--- src/rtl/tug_of_war_referee.sv ---
// Referee for a nine-light tug-of-war game: gates player presses onto the
// playfield, scores edge hits, holds the field in reset between points.
module tug_of_war_referee #(
  parameter int WIN_SCORE   = 7,
  parameter int HOLD_CYCLES = 4
) (
  input  logic       clk,
  input  logic       reset,
  input  logic       L,
  input  logic       R,
  input  logic [8:0] lights,
  output logic       L_out,
  output logic       R_out,
  output logic       field_reset,
  output logic [2:0] L_score,
  output logic [2:0] R_score,
  output logic       game_over,
  output logic       winner,
  output logic       fault,
  output logic [1:0] state_dbg_o
);

  typedef enum logic [1:0] {
    S_INIT = 2'd0,
    S_PLAY = 2'd1,
    S_HOLD = 2'd2,
    S_OVER = 2'd3
  } state_e;

  localparam logic [2:0] WIN  = 3'(WIN_SCORE);
  localparam logic [3:0] HOLD = 4'(HOLD_CYCLES);

  state_e     state_q, state_d;
  logic [3:0] hold_cnt_q, hold_cnt_d;
  logic [2:0] l_score_q, l_score_d;
  logic [2:0] r_score_q, r_score_d;
  logic       winner_q, winner_d;
  logic       fault_q, fault_d;

  logic       lights_onehot;
  logic       left_pt, right_pt;
  logic [2:0] l_next, r_next;

  // A press only scores when it alone arrives while the light sits on the edge.
  assign lights_onehot = (lights != 9'd0) && ((lights & (lights - 9'd1)) == 9'd0);
  assign left_pt  = (state_q == S_PLAY) && lights[8] && L && !R && (l_score_q < WIN);
  assign right_pt = (state_q == S_PLAY) && lights[0] && R && !L && (r_score_q < WIN);
  assign l_next   = l_score_q + 3'd1;
  assign r_next   = r_score_q + 3'd1;

  always_ff @(posedge clk) begin
    state_q    <= state_d;
    hold_cnt_q <= hold_cnt_d;
    l_score_q  <= l_score_d;
    r_score_q  <= r_score_d;
    winner_q   <= winner_d;
    fault_q    <= fault_d;
  end

  always_comb begin
    state_d    = state_q;
    hold_cnt_d = hold_cnt_q;
    l_score_d  = l_score_q;
    r_score_d  = r_score_q;
    winner_d   = winner_q;
    fault_d    = fault_q;
    unique case (state_q)
      S_INIT: state_d = S_PLAY;
      S_PLAY: begin
        if (!lights_onehot) fault_d = 1'b1;
        if (left_pt) begin
          l_score_d = l_next;
          if (l_next == WIN) begin
            state_d  = S_OVER;
            winner_d = 1'b0;
          end else begin
            state_d    = S_HOLD;
            hold_cnt_d = HOLD;
          end
        end else if (right_pt) begin
          r_score_d = r_next;
          if (r_next == WIN) begin
            state_d  = S_OVER;
            winner_d = 1'b1;
          end else begin
            state_d    = S_HOLD;
            hold_cnt_d = HOLD;
          end
        end
      end
      S_HOLD: begin
        if (hold_cnt_q <= 4'd1) begin
          state_d    = S_PLAY;
          hold_cnt_d = 4'd0;
        end else begin
          hold_cnt_d = hold_cnt_q - 4'd1;
        end
      end
      S_OVER: state_d = S_OVER;
      default: state_d = S_INIT;
    endcase
    // Reset overrides any point or hold countdown seen in the same cycle.
    if (reset) begin
      state_d    = S_INIT;
      hold_cnt_d = 4'd0;
      l_score_d  = 3'd0;
      r_score_d  = 3'd0;
      winner_d   = 1'b0;
      fault_d    = 1'b0;
    end
  end

  always_comb begin
    field_reset = 1'b1;
    L_out       = 1'b0;
    R_out       = 1'b0;
    if (!reset && state_q == S_PLAY) begin
      field_reset = 1'b0;
      L_out       = L & ~R;
      R_out       = R & ~L;
    end
  end

  assign L_score     = l_score_q;
  assign R_score     = r_score_q;
  assign game_over   = (state_q == S_OVER);
  assign winner      = winner_q;
  assign fault       = fault_q;
  assign state_dbg_o = state_q;

endmodule

--- config.mk ---
export PLATFORM = sky130hd
export DESIGN_NAME = tug_of_war_referee
export DESIGN_NICKNAME = d
export VERILOG_FILES = /design/src/rtl/tug_of_war_referee.sv
export SDC_FILE = /design/constraint.sdc
export NUM_CORES = 1
export LEC_CHECK = 0
export CAP_MARGIN = 15
export CORE_MARGIN = 4
export CORE_UTILIZATION = 50
export DETAILED_ROUTE_END_ITERATION = 16
export GPL_ROUTABILITY_DRIVEN = 0
export PLACE_DENSITY = 0.87
export SETUP_SLACK_MARGIN = 0.05
export SLEW_MARGIN = 25
export SYNTH_ARGS = -nofsm -noshare
export SYNTH_HDL_FRONTEND = slang
export SYNTH_SLANG_ARGS = --single-unit
--- constraint.sdc ---
create_clock -name clk -period 4.01 [get_ports clk]
set_clock_uncertainty 0.15 [all_clocks]
set_input_delay 1.203 -clock clk [delete_from_list [all_inputs] [get_ports clk]]
set_output_delay 1.203 -clock clk [all_outputs]
set_load 0.005 [all_outputs]
# Word-level counts from Yosys, hierarchy flattened
# Index checks and enable logic that the tools add are counted.
word_totals:
  regBits: 14
  in_bits: 13
  word_cells: 74
classes:
  n_addsub: 4
  n_lt_le_gt_ge: 3
  eq_ne: 10
  muxes: 19
  bitwise: 7
  reduce_logical: 25
op_table:
  columns: ["op", "count"]
  rows:
  - ["2-to-1 mux 4 bit", 5]
  - ["logical AND 1 bit", 10]
  - ["bitwise AND 9 bit", 1]
  - ["zero test 9 bit", 1]
  - ["2-to-1 mux 1 bit", 9]
  - ["!= test 3 bit (second input constant)", 3]
  - ["nonzero test 9 bit", 1]
  - ["subtractor 9 x 1 -> 9 bit (second input constant)", 1]
  - ["one-hot mux 2 bit (4 select lines)", 1]
  - ["one-hot mux 4 bit (2 select lines)", 1]
  - ["AND reduction 4 bit", 2]
  - ["adder 3 x 1 -> 3 bit (second input constant)", 2]
  - ["== test 3 bit (second input constant)", 2]
  - ["< comparator 3 bit (second input constant)", 2]
  - ["2-to-1 mux 2 bit", 3]
  - ["AND reduction 2 bit", 3]
  - ["nonzero test 2 bit", 3]
  - ["== test 2 bit (second input constant)", 2]
  - ["<= comparator 4 x 1 -> 1 bit (second input constant)", 1]
  - ["NOT 1 bit", 4]
  - ["subtractor 4 x 1 -> 4 bit (second input constant)", 1]
  - ["zero test 1 bit", 3]
  - ["AND reduction 3 bit", 1]
  - ["bitwise AND 1 bit", 2]
  - ["other kinds (4)", 4]

# Depth between registers and ports, before layout
depth:
  ltp_word: 8
  mapped_depth: 8
  depth_no_buf: 7

# Worst setup path after synthesis
# No wires, ideal clock.
synth_path:
  path_kind: "input -> output"
  startpoint: "in reset"
  endpoint: "out R_out"
  arrival_ns: 1.641
  t_required_ns: 2.657
  slack_ns: 1.016
  stages: 3
  path_buffers: 0
  path_cell_list: "inv_1 -> nand2_1 -> nor3b_1"
synth_via:
  elab_chain_cells: 3
synth_rtl:
  columns: ["element", "line", "source"]
  rows:
  - ["start, declared", "8", "input logic reset,"]
  - ["zero test 1 bit", "117", "if (!reset && state_q == S_PLAY) begin"]
  - ["logical AND 1 bit", "117", null]
  - ["2-to-1 mux 1 bit", "117", null]
  - ["end, declared", "13", "output logic R_out,"]
# No other way between the ends.

# Final worst setup path
# Same ends and word-level chain as after synthesis.

==> impl_metrics.py <==
metrics = {
    "routing": {
        "wirelength_mm": 2.292,
        "num_vias": 914,
        "final_antenna_net_count": 0,
        "dr.pass1.iters": 4,
        "drt_iter0_drc": 14,
        "drc": 0,
        "avgRoutedWirePerCell_um": 13.98,
        "vias_per_cell": 5.573,
    },
    "logic_synthesis": {
        "syn_area_per_cell_um2": 8.561,
        "synth_nets": 130,
        "synth-simple-area-share": 0.2720,
        "synth_ff_type": "dfxtp_1",
        "syn_area_um2": 924.6,
        "synthAdderAreaFrac": 0.1326,
        "ys_ff_latch": 14,
        "muxShareOfSynthArea": 0,
        "synthXorXnorAreaFrac": 0.03789,
        "synth-edff-count": 0,
        "synth_compound_area_frac": 0.2057,
        "async_reset_ff_frac": 0,
        "yosys_warnings": 0,
        "seq_area_frac_synth": 0.3031,
        "synth_cell_types": 38,
        "syn_inst": 108,
        "synth_top_family_by_area": "simple AND/OR/NAND/NOR gates",
    },
    "sta": {
        "worst_pin_slew_ns": 0.5492,
        "post-route-period-util": 0.9810,
        "slew_headroom": 0.6308,
        "rsz0062_at_grt": "yes",
        "setup_viol": 0,
        "hold_ws_ns": 0.3259,
        "tns_ns": 0,
        "drv_slew": 0,
        "setup_ws_ns": 0.07632,
        "hold_violations": 0,
        "fmax_mhz": 254.2,
        "finalCriticalPeriod_ns": 3.934,
    },
    "final_layout": {
        "final_common_cell": "clkdlybuf4s50_1",
        "postLayoutCoreUtil": 0.7240,
        "drive_gt1_frac": 0.08633,
        "mostFrequentLayoutCells": "clkdlybuf4s50_1, dfxtp_1, nor2_1",
        "multi_input_area_um2": 599.3,
        "antenna_cells": 0,
        "n_fill_cell": 145,
        "syn_to_final_growth_pct": 36.67,
        "nets": 162,
        "final-seq-area_um2": 280.3,
        "postLayoutCellArea_um2": 1264,
    },
    "clock_network": {
        "cts.sinks": 14,
        "clkTransAtPathRegs_ns": 0.09,
        "clk_path_buf_depth": 2,
        "cts_buffers": 3,
        "htree_levels": 1,
        "insertion_delay_ns": 0.28,
        "hold_buffers": 0,
        "root_buffer": "clkbuf_4",
        "cts_tree": "yes",
    },
    "setup_path": {
        "critical_path_class": "in2out",
        "r2r_start": "state_dbg_o[1]",
        "timing.rr.end": "hold_cnt_q[1]",
        "reg2reg_depth": 7,
        "required_ns": 2.66,
        "cp_data_arrival_time_ns": 2.58,
        "cp-start-kind": "primary input",
        "rrSetupSlack_ns": 1.74,
        "crit_path_max_fanout": 3,
        "endpoint_kind": "output pin",
    },
    "die": {
        "num_io_pins": 27,
        "core_area_um2": 1745,
        "die_h_um": 51.01,
        "dieArea_um2": 2602,
        "die_w_um": 51.01,
        "rows": 15,
        "initial_core_util": 0.5297,
    },
    "worst_hold_path": {
        "min_path_type": "reg2reg",
        "hold_path.startpoint": "hold_cnt_q[1]",
        "min_delay_path_depth": 2,
        "whs_endpoint": "hold_cnt_q[1]",
    },
    "run_status": {
        "status": "finished clean",
    },
    "pwr": {
        "ir_drop_mv": 0.3273,
        "p_per_area_nw_per_um2": 401.1,
        "p_leak_nw": 0.5061,
    },
    "placement": {
        "hpwl_mm": 1.804,
        "pre_cts_ws_ns": 0.1019,
        "port_buffers": 26,
        "place_area_um2": 1227,
    },
    "grt": {
        "track_usage": 0.1918,
        "grt_overflow_total": 0,
        "grt_pass1_vias": 953,
        "grt_start_max_net_pins": 13,
        "antenna_found_initial": 0,
        "grt_pass1_wl_mm": 3.912,
    },
    "run": {
        "max-cap-violations": 0,
    },
}
## routing by layer
layer,GRT usage,part of all wire,vias to the layer above
met5,0,0,-
met4,0.06278,0.011,0
met3,0.04373,0.037,4
met2,0.3498,0.51,20
met1,0.2168,0.44,434
li1,-,-,456
## worst max-delay path: stages
cell and delay [ns]:
clkdlybuf4s50_1 0.43, inv_1 0.08, nand2_1 0.10, nor3b_1 0.23, clkdlybuf4s50_1 0.53
## synth_stat cells, drive strengths merged (2+ instances only)
cell	count	area [um^2]
or3	2	12.51
nand2	8	30.03
nor3	4	20.02
and3	2	12.51
inv	9	33.78
nor2	11	41.29
nand4b	4	41.29
a21oi	6	30.03
o31ai	3	22.52
a211oi	4	35.03
xor2	3	26.28
dfxtp	14	280.3
o21ai	3	15.01
nor3b	4	30.03
nand3b	3	22.52
ha	9	112.6
## cell families (layout without fill, tap and decap cells)
group / after synthesis / count (layout)
flip-flops: 14 / 14
buffers and inverters: 11 / 42
adder cells (fa/ha/maj): 10 / 10
AND/OR/NAND/NOR: 43 / 43
AO/OA/AOI/OAI: 26 / 26
XOR/XNOR: 4 / 4
## sequential cells by signal, summed over array words and instances (netlist names)
signal	cells
L_score	3
hold_cnt_q	4
winner	1
state_dbg_o	2
fault	1
R_score	3
## area by class of cell
cell class                      count  area share
Clock buffer                        4     0.02871
Inverter                            9     0.02673
Multi-Input combinational cell     83      0.4743
Sequential cell                    14      0.2218
Tap cell                           25     0.02475
Timing Repair Buffer               29      0.2238
## through the flow
stage	instances	total power [mW]
after floorplan	108	0.3106
after global placement	160	0.3943
after detailed placement	160	0.4041
after CTS	164	0.5069
after global routing	164	0.5391
final	164	0.5068
## report_power, final
| group | switching [mW] | internal [mW] | total [mW] | leakage [nW] |
|---|---|---|---|---|
| Sequential | 0.0207 | 0.161 | 0.182 | 0.114 |
| Clock | 0.0498 | 0.0553 | 0.105 | 0.0210 |
| Combinational | 0.106 | 0.114 | 0.220 | 0.371 |
| Total | 0.177 | 0.330 | 0.507 | 0.506 |
## worst max-delay path by stage
stage,slack [ns],endpoint,cells after the start,startpoint
after floorplan,1.02,R_out,3,reset
after global placement,0.13,R_out,5,reset
after detailed placement,0.10,R_out,5,reset
after CTS,0.09,R_out,5,reset
after global routing,0.04,R_out,5,reset
final,0.08,R_out,5,reset
## timing repair
item | in CTS | in global routing
buffers inserted | 0 | 0
resized for setup | 0 | 0
endpoints found under the setup margin | 0 | 2
(Power assumes the default switching activity.)
